==> config.mk <==
export PLATFORM = sky130hd
export DESIGN_NAME = multicycle_ctrl
export DESIGN_NICKNAME = d
export VERILOG_FILES = /design/src/rtl/multicycle_ctrl.sv
export SDC_FILE = /design/constraint.sdc
export NUM_CORES = 1
export LEC_CHECK = 0
export BUFFER_PORTS_ARGS = -buffer_cell sky130_fd_sc_hd__buf_2
export CORE_MARGIN = 2
export CORE_UTILIZATION = 35
export DETAILED_ROUTE_END_ITERATION = 10
export GPL_ROUTABILITY_DRIVEN = 0
export PLACE_DENSITY = 0.57
export SLEW_MARGIN = 20
export SYNTH_ARGS = -nofsm -noshare
export SYNTH_HDL_FRONTEND = slang
export SYNTH_SLANG_ARGS = --single-unit
==> constraint.sdc <==
create_clock -name clk -period 4.1 [get_ports clk]
set_input_delay 0.82 -clock clk [delete_from_list [all_inputs] [get_ports clk]]
set_output_delay 0.82 -clock clk [all_outputs]
set_load 0.1 [all_outputs]
==> src/rtl/multicycle_ctrl.sv <==
// multicycle_ctrl: control FSM for a multi-cycle MIPS datapath (shared ALU,
// single memory port). Sequences fetch/decode/execute and tolerates memory
// wait states through a mem_ready handshake, with a bus-error timeout.
//
// Ports:
//   clk, rst_n          clock, asynchronous active-low reset
//   start               leave IDLE and begin fetching (ignored elsewhere)
//   opcode              IR[31:26]
//   zero                ALU zero flag (current cycle)
//   mem_ready           memory completes the current access this cycle
//   mem_req/mem_read/mem_write/iord      memory port controls
//   ir_write, pc_en, pc_source           IR / PC update controls
//   reg_write, reg_dst, mem_to_reg       register file controls
//   alu_src_a, alu_src_b, alu_op         ALU operand / operation select
//   state, halted, bus_err               debug state, halt flag, timeout pulse
//
// Build option: define MC_PERF_CNT_EN to add the cyc_cnt / instr_cnt
// saturating performance counters (CNT_W bits wide).
//
// ir_write, pc_en, bus_err and the FETCH increment of alu_src_b depend on
// mem_ready/zero in the current cycle, so they are gated combinationally from
// registered state. Every other control output is registered.
module multicycle_ctrl #(
  parameter int unsigned TIMEOUT = 15,
  parameter int unsigned CNT_W   = 32
) (
  input  logic             clk,
  input  logic             rst_n,
  input  logic             start,
  input  logic [5:0]       opcode,
  input  logic             zero,
  input  logic             mem_ready,
  output logic             mem_req,
  output logic             mem_read,
  output logic             mem_write,
  output logic             iord,
  output logic             ir_write,
  output logic             pc_en,
  output logic [1:0]       pc_source,
  output logic             reg_write,
  output logic             reg_dst,
  output logic             mem_to_reg,
  output logic             alu_src_a,
  output logic [1:0]       alu_src_b,
  output logic [2:0]       alu_op,
  output logic [3:0]       state,
  output logic             halted,
`ifdef MC_PERF_CNT_EN
  output logic             bus_err,
  output logic [CNT_W-1:0] cyc_cnt,
  output logic [CNT_W-1:0] instr_cnt
`else
  output logic             bus_err
`endif
);

  localparam int unsigned WAIT_W = 8;

  localparam logic [5:0] OP_RTYPE = 6'b000000;
  localparam logic [5:0] OP_LW    = 6'b100011;
  localparam logic [5:0] OP_SW    = 6'b101011;
  localparam logic [5:0] OP_BEQ   = 6'b000100;
  localparam logic [5:0] OP_J     = 6'b000010;
  localparam logic [5:0] OP_ADDI  = 6'b001000;

  typedef enum logic [3:0] {
    S_IDLE   = 4'd0,
    S_FETCH  = 4'd1,
    S_DECODE = 4'd2,
    S_MEMADR = 4'd3,
    S_MEMRD  = 4'd4,
    S_MEMWB  = 4'd5,
    S_MEMWR  = 4'd6,
    S_EXEC   = 4'd7,
    S_RWB    = 4'd8,
    S_BRANCH = 4'd9,
    S_JUMP   = 4'd10,
    S_ADDIEX = 4'd11,
    S_ADDIWB = 4'd12,
    S_HALT   = 4'd13
  } state_e;

  typedef struct packed {
    logic       mem_req;
    logic       mem_read;
    logic       mem_write;
    logic       iord;
    logic       pc_write;
    logic       pc_write_cond;
    logic [1:0] pc_source;
    logic       reg_write;
    logic       reg_dst;
    logic       mem_to_reg;
    logic       alu_src_a;
    logic [1:0] alu_src_b;
    logic [2:0] alu_op;
    logic       halted;
  } ctrl_t;

  state_e              state_q, state_nxt;
  logic [WAIT_W-1:0]   wait_cnt_q, wait_cnt_nxt;
  ctrl_t               ctrl_q, ctrl_nxt;
  logic                wait_st_c;
  logic                timeout_c;
  logic                fetch_done_c;

  // Moore control word for each state; unlisted fields stay 0.
  function automatic ctrl_t decode_ctrl(input state_e s);
    ctrl_t c;
    c = '0;
    case (s)
      S_FETCH: begin
        c.mem_req  = 1'b1;
        c.mem_read = 1'b1;
      end
      S_DECODE: c.alu_src_b = 2'b11;
      S_MEMADR: begin
        c.alu_src_a = 1'b1;
        c.alu_src_b = 2'b10;
      end
      S_MEMRD: begin
        c.mem_req  = 1'b1;
        c.mem_read = 1'b1;
        c.iord     = 1'b1;
      end
      S_MEMWB: begin
        c.reg_write  = 1'b1;
        c.mem_to_reg = 1'b1;
      end
      S_MEMWR: begin
        c.mem_req   = 1'b1;
        c.mem_write = 1'b1;
        c.iord      = 1'b1;
      end
      S_EXEC: begin
        c.alu_src_a = 1'b1;
        c.alu_op    = 3'b010;
      end
      S_RWB: begin
        c.reg_write = 1'b1;
        c.reg_dst   = 1'b1;
      end
      S_BRANCH: begin
        c.alu_src_a     = 1'b1;
        c.alu_op        = 3'b001;
        c.pc_write_cond = 1'b1;
        c.pc_source     = 2'b01;
      end
      S_JUMP: begin
        c.pc_write  = 1'b1;
        c.pc_source = 2'b10;
      end
      S_ADDIEX: begin
        c.alu_src_a = 1'b1;
        c.alu_src_b = 2'b10;
      end
      S_ADDIWB: c.reg_write = 1'b1;
      S_HALT:   c.halted    = 1'b1;
      default:  ;
    endcase
    return c;
  endfunction

  // Memory-access states where the FSM may stall on mem_ready.
  assign wait_st_c    = (state_q == S_FETCH) || (state_q == S_MEMRD) || (state_q == S_MEMWR);
  // Ready wins in the timeout cycle.
  assign timeout_c    = wait_st_c && !mem_ready && (wait_cnt_q == WAIT_W'(TIMEOUT));
  assign fetch_done_c = (state_q == S_FETCH) && mem_ready;

  // Next-state, wait counter and next control word.
  always_comb begin
    state_nxt    = state_q;
    wait_cnt_nxt = '0;
    case (state_q)
      S_IDLE:   if (start) state_nxt = S_FETCH;
      S_FETCH: begin
        if (mem_ready)      state_nxt = S_DECODE;
        else if (timeout_c) state_nxt = S_HALT;
      end
      S_DECODE: begin
        case (opcode)
          OP_RTYPE:     state_nxt = S_EXEC;
          OP_LW, OP_SW: state_nxt = S_MEMADR;
          OP_BEQ:       state_nxt = S_BRANCH;
          OP_J:         state_nxt = S_JUMP;
          OP_ADDI:      state_nxt = S_ADDIEX;
          default:      state_nxt = S_HALT;
        endcase
      end
      S_MEMADR: state_nxt = (opcode == OP_SW) ? S_MEMWR : S_MEMRD;
      S_MEMRD: begin
        if (mem_ready)      state_nxt = S_MEMWB;
        else if (timeout_c) state_nxt = S_HALT;
      end
      S_MEMWB:  state_nxt = S_FETCH;
      S_MEMWR: begin
        if (mem_ready)      state_nxt = S_FETCH;
        else if (timeout_c) state_nxt = S_HALT;
      end
      S_EXEC:   state_nxt = S_RWB;
      S_RWB:    state_nxt = S_FETCH;
      S_BRANCH: state_nxt = S_FETCH;
      S_JUMP:   state_nxt = S_FETCH;
      S_ADDIEX: state_nxt = S_ADDIWB;
      S_ADDIWB: state_nxt = S_FETCH;
      S_HALT:   state_nxt = S_HALT;
      default:  state_nxt = S_IDLE;
    endcase
    // Count stalled cycles; any exit (or completion) clears the counter.
    if (wait_st_c && !mem_ready && !timeout_c)
      wait_cnt_nxt = wait_cnt_q + WAIT_W'(1);
    ctrl_nxt = decode_ctrl(state_nxt);
  end

  // State, wait counter and registered control word.
  always_ff @(posedge clk or negedge rst_n) begin
    if (!rst_n) begin
      state_q    <= S_IDLE;
      wait_cnt_q <= '0;
      ctrl_q     <= '0;
    end else begin
      state_q    <= state_nxt;
      wait_cnt_q <= wait_cnt_nxt;
      ctrl_q     <= ctrl_nxt;
    end
  end

  assign mem_req    = ctrl_q.mem_req;
  assign mem_read   = ctrl_q.mem_read;
  assign mem_write  = ctrl_q.mem_write;
  assign iord       = ctrl_q.iord;
  assign pc_source  = ctrl_q.pc_source;
  assign reg_write  = ctrl_q.reg_write;
  assign reg_dst    = ctrl_q.reg_dst;
  assign mem_to_reg = ctrl_q.mem_to_reg;
  assign alu_src_a  = ctrl_q.alu_src_a;
  assign alu_op     = ctrl_q.alu_op;
  assign halted     = ctrl_q.halted;
  assign state      = state_q;

  // Fetch completion loads IR and PC+4 in the same cycle.
  assign ir_write  = fetch_done_c;
  assign alu_src_b = ctrl_q.alu_src_b | (fetch_done_c ? 2'b01 : 2'b00);
  assign pc_en     = ctrl_q.pc_write | fetch_done_c | (ctrl_q.pc_write_cond & zero);
  assign bus_err   = timeout_c;

`ifdef MC_PERF_CNT_EN
  logic [CNT_W-1:0] cyc_q, instr_q;
  logic             cyc_inc_c, instr_inc_c;

  assign cyc_inc_c   = (state_q != S_IDLE) && (state_q != S_HALT) && (cyc_q != '1);
  // A completing state hands back to FETCH; IDLE start and FETCH stalls do not count.
  assign instr_inc_c = (state_nxt == S_FETCH) && (state_q != S_IDLE) &&
                       (state_q != S_FETCH) && (instr_q != '1);

  // Saturating performance counters.
  always_ff @(posedge clk or negedge rst_n) begin
    if (!rst_n) begin
      cyc_q   <= '0;
      instr_q <= '0;
    end else begin
      if (cyc_inc_c)   cyc_q   <= cyc_q + CNT_W'(1);
      if (instr_inc_c) instr_q <= instr_q + CNT_W'(1);
    end
  end

  assign cyc_cnt   = cyc_q;
  assign instr_cnt = instr_q;
`endif

endmodule
==> results of run 1 <==
==> routing by layer <==
layer  global-route usage (%)  vias up
li1                         -      573
met1                     20.0      577
met2                     22.7       38
met3                     1.81        6
met4                     7.25        0
met5                        0        -
==> layout make-up <==
class	instances	area (um2)	area share (%)
Sequential cell	27	676	41.0
Inverter	8	30.0	1.82
Clock buffer	3	41.3	2.50
Tap cell	50	62.6	3.79
Clock inverter	1	5.00	0.303
Timing Repair Buffer	32	160	9.71
Multi-Input combinational cell	101	674	40.9
==> cells in the final DEF, fill, tap and decap left out, types with 2 or more instances in the layout <==
cell,instances
a211oi_1,2
o211ai_1,2
nor2b_1,3
nand2b_1,3
nor4_1,5
nor3_1,3
a211o_1,3
nor2_1,15
and3_1,2
xor2_1,3
dfrtp_1,27
nand3_1,4
nor3b_1,4
o22ai_1,2
inv_1,7
o21ai_0,4
a21oi_1,3
nand4_1,2
and4_1,2
xnor2_1,6
nand2_1,6
clkbuf_8,3
buf_2,32
==> cells by family after synthesis <==
family | Yosys count
simple gates | 60
xor+xnor | 9
fa+ha+maj | 1
mux | 1
buf+inv | 19
compound gates | 29
other cells | 1
flops | 27
==> synthesized netlist by cell type (3+ instances only) <==
| cell type | count |
|---|---|
| buf_4 | 6 |
| buf_2 | 3 |
| nor2b_1 | 3 |
| nor3_1 | 3 |
| nand2_1 | 6 |
| a21oi_1 | 3 |
| nor2_1 | 15 |
| xnor2_1 | 6 |
| nand3_1 | 4 |
| dfrtp_1 | 27 |
| a211o_1 | 3 |
| nor3b_1 | 4 |
| inv_1 | 7 |
| xor2_1 | 3 |
| nand2b_1 | 3 |
| nor4_1 | 5 |
| o21ai_0 | 4 |
==> worst max-delay path by stage <==
stage                   start           end  slack (ns)  cells past startpoint
floorplan            state[1]     alu_src_a        0.95                      6
global placement    mem_ready  alu_src_b[0]        1.19                      5
detailed placement  mem_ready  alu_src_b[0]        1.16                      5
CTS                 mem_ready  alu_src_b[0]        1.15                      5
global route        mem_ready  alu_src_b[0]        1.04                      5
finish              mem_ready  alu_src_b[0]        1.15                      5
==> through the flow <==
step	instances	setup WS (ns)	hold slack, ns	utilization [%]	area [um2]
after global placement	218	1.19	0.449	40.1	1600
after CTS	222	1.15	0.468	41.2	1650
after detailed placement	218	1.16	0.456	40.1	1600
final	222	1.15	0.465	41.2	1650
after global routing	222	1.04	0.492	41.2	1650
after floorplan	147	0.953	0.433	-	1450
==> results.tsv, run 1 <==
metric	value	unit
Area Overhead vs Synth	13.9	%
post-route ant nets	0	
Setup CP Type	in -> out	
Cell variety after synth	52	
Syn Inst Count	147	
nets@finish	185	
setup slack, reg-to-reg	1.71	ns
area leader, netlist	dfrtp_1	
Post-Synth XOR/XNOR Area	5.45	%
Die X	68.3	um
Async SR Flop Fraction	100	%
Max-slew headroom	50.7	%
Post-synth EDFFs	0	
RSZ-0062 raised after global routing	false	
HP Class	reg -> reg	
Final TNS setup	0	ns
Ant. Diodes	0	
WHS Endpoint	wait_cnt_q[0]	
CP Data Required Time	3.28	ns
Max Cap Viol	0	
DRC	0	
Synth top area share	46.7	%
Fill cells	419	
grt ovf	0	
Synth Net Count	159	
clock-pin transition on the worst setup and hold timing paths	0.09	ns
Worst Path Buf+Inv	2	
Post CTS Setup Buffer Count	0	
synth warn	0	
critical path's top delay family	simple AND/OR/NAND/NOR gates	
global-route wire length before repair	5150	um
DR WL met2	1380	um
drt pass-1 iters	4	
most flop-heavy register	wait_cnt_q	
R2R depth	6	
CTS root buffer	clkbuf_8	
CTS Hold Bufs	0	
# IOs	34	
Initial Util	36.2	%
H-tree depth	1	
Synth Cell Area	1450	um2
final hold vios	0	
FF+latch count, synth	27	
worst skew pair latency	0.27	ns
Die Area	4670	um2
Post-Route WL	3090	um
mux contribution to synthesized area	0.778	%
startpoint types	primary input	
GRT Util Overall	14.6	%
Most used DFF post-synth	dfrtp_1	
crit path time final	2.95	ns
met1 wire length	1440	um
period utilization	72.0	%
Core Region	4000	um2
Worst Hold Launch	wait_cnt_q[0]	
largest net degree at the start of global routing	28	
Starting DRT DRC Count	72	
clk sinks	27	
Via Count	1194	
DR top layer	met4	
crit path DAT	2.13	ns
slowest CP cell	buf_2	
Post-Synth Adder-Cell Area	0.864	%
Simple-Gate Fraction of Synth Area	24.0	%
cell mode on critical path	buf_2	
status	completed	
Setup violations, final	0	
post-synthesis compound-gate area fraction	15.2	%
vias in the first global route	1120	
max reg flops	8	
clk buf depth	2	
Mean Syn Cell Area	9.85	um2
hold depth	1	
final setup skew	0.00486	ns
CTS tree	built	
met3 wire length	190	um
reg2reg end	alu_src_a	
CTS buffer count	3	
Final Max Slew Viols	0	
worst r2r src	wait_cnt_q[0]	
crit path max fanout	6	
critical path capture point type	primary output	
I/O Buffers	32	
crit path cell chain	buf_2 > nor3b_1 > and2_0 > or2_2 > buf_2	
Detail Placement HPWL	2400	um
share of layout cells above drive strength 1	26.2	%
Max Freq	339	MHz
Slew @ Worst Pin	0.729	ns
CTS-repair resized insts	0	
initial antenna violation count	0	
chip height	68.3	um
post-synthesis sequential area ratio	46.7	%
CP peak stage delay	0.41	ns
FP Rows	23	
routed vias/inst	5.38	
main combinational cell family by area after synthesis	simple AND/OR/NAND/NOR gates	
largest cells by area after synthesis	dfrtp_1 (47%), nor2_1 (3.9%), xnor2_1 (3.6%)	
wire per inst	13.9	um
Power of run 1 is not shown: default switching activity piles up to over one toggle a cycle in this logic, so the estimate is an artifact.
==> inputs of run 2 (changes only) <==
PLACE_DENSITY = 0.59   (was 0.57)
clock period = 2.5 ns   (was 4.1 ns; I/O delays follow)
==> run 2 against run 1 <==
  * Utilization is 2.0 points higher
  * Cell count up 1.8%
  * Sequential share of layout area decreased by 1.4 points
  * Clock skew increased by 0.0034 ns
  * Die area did not move
  * Count of clock-buffer cells in the layout unchanged
  * Cell area grew 4.8%
  * Worst setup slack got worse by 1.1 ns
  * Global-route usage hardly changed
  * Register-to-register slack got worse by 1.4 ns
  * Hold slack worse by 0.25 ns
  * Critical path depth decreased by 2
  * Critical endpoint is now bus_err
  * Largest cell class unchanged
==> results.tsv, run 2 (synthesis gave the netlist of run 1 again) <==
metric	value	unit	change
nets@finish	189		+2.2%
RSZ-0062 raised after global routing	false		
CP Data Required Time	2.00	ns	-1.28 ns
Die X	68.3	um	unchanged
grt ovf	0		unchanged
Area Overhead vs Synth	19.4	%	
post-route ant nets	0		unchanged
setup ws final	0.0966	ns	-1.05 ns
final setup skew	0.00824	ns	+0.00338 ns
chip height	68.3	um	unchanged
crit path max fanout	4		-2
wire per inst	14.3	um	+2.5%
Initial Util	36.2	%	unchanged
Place WS	0.0113	ns	-1.15 ns
CTS Hold Bufs	0		unchanged
critical path's top delay family	simple AND/OR/NAND/NOR gates		
slowest CP cell	nor4_2		
Critical Path Stages	3		-2
GRT Util Overall	14.6	%	about the same
Via Count	1199		+0.42%
Placed Instance Area	1670	um2	+4.4%
Slew @ Worst Pin	0.570	ns	-0.159 ns
Max-slew headroom	62.0	%	+11 points
Final Cell Area	1730	um2	+4.8%
R2R depth	7		+1
FP Rows	23		unchanged
I/O Buffers	32		unchanged
startpoint types	flop		
Setup CP Type	reg -> out		
Post-Route WL	3220	um	+4.4%
routed vias/inst	5.31		-1.4%
HP Class	in -> async		
global-route wire length before repair	5120	um	-0.68%
most flop-heavy register	wait_cnt_q		
status	completed		
# IOs	34		unchanged
leading cell type in the layout, fill and taps excluded	buf_2		
final hold vios	0		unchanged
Core Region	4000	um2	unchanged
CTS buffer count	3		unchanged
clock-pin transition on the worst setup and hold timing paths	0.09	ns	about the same
Final Max Slew Viols	0		unchanged
commonest cells after routing, fill and taps aside	buf_2 (30), dfrtp_1 (23), nor2_1 (15)		
CTS root buffer	clkbuf_8		
clk sinks	27		unchanged
Setup violations, final	0		unchanged
Die Area	4670	um2	unchanged
clk buf depth	2		unchanged
max reg flops	8		unchanged
Ant. Diodes	0		unchanged
crit path DAT	1.90	ns	-0.23 ns
CP peak stage delay	0.46	ns	+0.05 ns
drt pass-1 iters	4		unchanged
period utilization	96.1	%	
DRC	0		unchanged
Detail Placement HPWL	2500	um	+4.3%
initial antenna violation count	0		unchanged
share of layout cells above drive strength 1	31.8	%	+5.7 points
Post CTS Setup Buffer Count	0		unchanged
CTS-repair resized insts	0		unchanged
CTS tree	built		
largest net degree at the start of global routing	28		unchanged
H-tree depth	1		unchanged
Starting DRT DRC Count	66		-8.3%
Max Freq	416	MHz	
Max Cap Viol	0		unchanged
worst skew pair latency	0.27	ns	about the same
critical path capture point type	primary output		
vias in the first global route	1188		+6.1%
Worst Path Buf+Inv	1		-1
Final TNS setup	0	ns	unchanged
crit path time final	2.40	ns	
crit path cell chain	nor4_2 > o2111a_2 > buf_2		
## run 2: per-layer routing
metal  wire (um)  track usage [%]  up-vias
li1            -                -      582
met1        1470             18.3      574
met2        1560             24.4       35
met3         132             2.30        8
met4          61             7.25        0
met5           0                0        -
## run 2: per-stage QoR
stage          hold WS, ns  utilization, %  instances
3_5_place_dp         0.458            41.8        222
4_1_cts              0.237            43.0        226
2_1_floorplan        0.204               -        147
3_3_place_gp         0.452            41.8        222
5_1_grt              0.254            43.2        226
6_report             0.216            43.2        226
## run 2: worst reg2reg max path, stage by stage (launching register included)
cell,delay [ns]
dfrtp_1,0.40
ha_1,0.23
and3_1,0.26
o2111a_2,0.21
or4_4,0.56
nand2_1,0.19
inv_2,0.09
a31o_1,0.19
## run 2: area by class of cell
class                      count  area [um2]
clock buffer                   3        41.3
clock inverter                 1        7.51
fill                         395        2270
inverter                       8        30.0
multi-input combinational    101         683
sequential                    27         683
tap                           50        62.6
timing repair buffer          36         220
## run 2: final timing paths
path	from	end	slack (ns)
max in group asynchronous	rst_n	state[1]	1.86
max reg2reg	wait_cnt_q[0]	ctrl_q[5]	0.29
min	rst_n	reg_write	0.22
max	wait_cnt_q[5]	bus_err	0.1
min reg2reg	wait_cnt_q[0]	wait_cnt_q[0]	0.46
min in group clk	wait_cnt_q[0]	wait_cnt_q[0]	0.46
Power of run 2 is left out for the same reason.
==> inputs of run 3 (changes only) <==
clock period = 2 ns   (was 2.5 ns; I/O delays follow)
==> run 3 against run 2 <==
  * Register-to-register slack worse by 0.36 ns
  * Cell count rose by 13%
  * Clock skew fell by 0.0025 ns
  * The run now ends with setup timing left
  * Non-clock buffer count increased by 30
  * Worst setup slack got worse by 0.16 ns
  * First-iteration DRC count fell by 21%
  * Via count increased by 12%
  * Sequential share of layout area is 6.4 points lower
  * Hold slack got worse by 0.10 ns
==> results.tsv, run 3 (synthesis gave the netlist of run 1 again) <==
metric	value	unit	change
status	finished with violations		
violated checks	setup timing		
setup slack, reg-to-reg	-0.07	ns	-0.36 ns
I/O Buffers	32		unchanged
Die Area	4670	um2	unchanged
Die X	68.3	um	unchanged
CTS Hold Bufs	0		unchanged
Core Region	4000	um2	unchanged
worst skew pair latency	0.27	ns	about the same
Critical Path Stages	6		+3
Post-Route WL	3610	um	+12%
Worst Path Buf+Inv	1		unchanged
Initial Util	36.2	%	unchanged
clk sinks	27		unchanged
Max-slew headroom	61.0	%	-1.1 points
period utilization	103	%	
CP peak stage delay	0.55	ns	+0.09 ns
HP Class	in -> async		
chip height	68.3	um	unchanged
initial antenna violation count	0		unchanged
commonest cells after routing, fill and taps aside	buf_4 (31), buf_2 (27), dfrtp_1 (23)		
R2R depth	5		-2
CTS tree	built		
crit path DAT	2.26	ns	+0.36 ns
final hold vios	0		unchanged
leading cell type in the layout, fill and taps excluded	buf_4		
CP Data Required Time	2.19	ns	+0.19 ns
Starting DRT DRC Count	52		-21%
Max Freq	484	MHz	
DRC	0		unchanged
FP Rows	23		unchanged
Critical Path Sink	mem_read		
Ant. Diodes	0		unchanged
startpoint types	primary input		
GRT Util Overall	16.9	%	+2.3 points
Detail Placement HPWL	2720	um	+8.9%
grt ovf	0		unchanged
critical path capture point type	flop		
crit path max fanout	4		unchanged
setup ws final	-0.0675	ns	-0.164 ns
reg2reg end	mem_read		
crit path cell chain	buf_6 > or4b_4 > o31a_1 > or4_4 > a22o_1 > a211oi_2		
Final Max Slew Viols	0		unchanged
post-route ant nets	0		unchanged
crit path time final	2.07	ns	
most flop-heavy register	wait_cnt_q		
clock-pin transition on the worst setup and hold timing paths	0.09	ns	about the same
largest net degree at the start of global routing	28		unchanged
max reg flops	8		unchanged
Area Overhead vs Synth	44.0	%	
CTS buffer count	3		unchanged
global-route wire length before repair	5960	um	+16%
H-tree depth	1		unchanged
nets@finish	219		+16%
CTS root buffer	clkbuf_8		
# IOs	34		unchanged
CP Launch Point	opcode[4]		
critical path's top delay family	simple AND/OR/NAND/NOR gates		
clk buf depth	2		unchanged
Max Cap Viol	0		unchanged
Setup CP Type	in -> reg		
drt pass-1 iters	4		unchanged
Place WS	-0.344	ns	-0.355 ns
worst r2r src	state[3]		
final setup skew	0.00571	ns	-0.00253 ns
routed vias/inst	5.24		-1.2%
slowest CP cell	or4_4		
Slew @ Worst Pin	0.586	ns	+0.0161 ns
Fill cells	381		-3.5%
share of layout cells above drive strength 1	49.0	%	+17 points
vias in the first global route	1318		+11%
Setup violations, final	7		+7
Via Count	1342		+12%
RSZ-0062 raised after global routing	true		
wire per inst	14.1	um	-1.0%
-- run 3: cell count changes in the layout (fill, tap and decap cells not counted), sizes merged --
cell / before / now
buf: 36 / 66
-- run 3: worst min path at each step --
stage	from	end	slack [ns]	cells after the start
after floorplan	rst_n	alu_op[0]	0.10	0
after global placement	rst_n	halted	0.43	1
after detailed placement	rst_n	iord	0.44	1
after CTS	rst_n	iord	0.14	1
after global routing	rst_n	mem_to_reg	0.16	1
final	rst_n	iord	0.11	1
-- run 3: per-layer routing --
metal,vias to the layer above,part of all wire (%),global-route usage [%]
met2,47,47,27.9
met3,7,4.5,2.30
li1,647,-,-
met5,-,0,0
met1,641,46,22.8
met4,0,2.0,5.75
-- run 3: area by class of cell --
| type | count | area, um2 | area share [%] |
|---|---|---|---|
| clock buffers | 3 | 41.3 | 1.98 |
| repair buffers | 66 | 493 | 23.6 |
| multi-input cells | 101 | 759 | 36.4 |
| flip-flops and latches | 27 | 691 | 33.1 |
| inverters | 8 | 30.0 | 1.44 |
| well taps | 50 | 62.6 | 3.00 |
| clock inverters | 1 | 7.51 | 0.360 |
-- run 3: worst register-to-register path, stage by stage, from the launching register on --
cell and delay [ns]:
dfrtp_4 0.51, nor2b_1 0.15, or3_1 0.31, or4_4 0.57, a22o_1 0.24, a211oi_2 0.19
-- run 3: per-stage QoR --
step / TNS [ns] / hold WS [ns] / std cells / utilization [%] / instance area, um2
3_3_place_gp: -3.14 / 0.427 / 244 / 47.9 / 1910
3_5_place_dp: -3.44 / 0.435 / 244 / 47.9 / 1910
4_1_cts: -0.137 / 0.136 / 254 / 51.2 / 2050
2_1_floorplan: -2.61 / 0.104 / 147 / - / 1520
5_1_grt: -0.977 / 0.158 / 256 / 52.1 / 2080
6_report: -0.200 / 0.114 / 256 / 52.1 / 2080
-- run 3: timing repair --
| action | in CTS | in global routing |
|---|---|---|
| pin swaps | 6 | 1 |
| resized for setup | 10 | 5 |
| setup endpoints to repair | 12 | 17 |
| gates cloned | 0 | 0 |
| buffers inserted | 6 | 2 |
Power of run 3 is left out for the same reason.
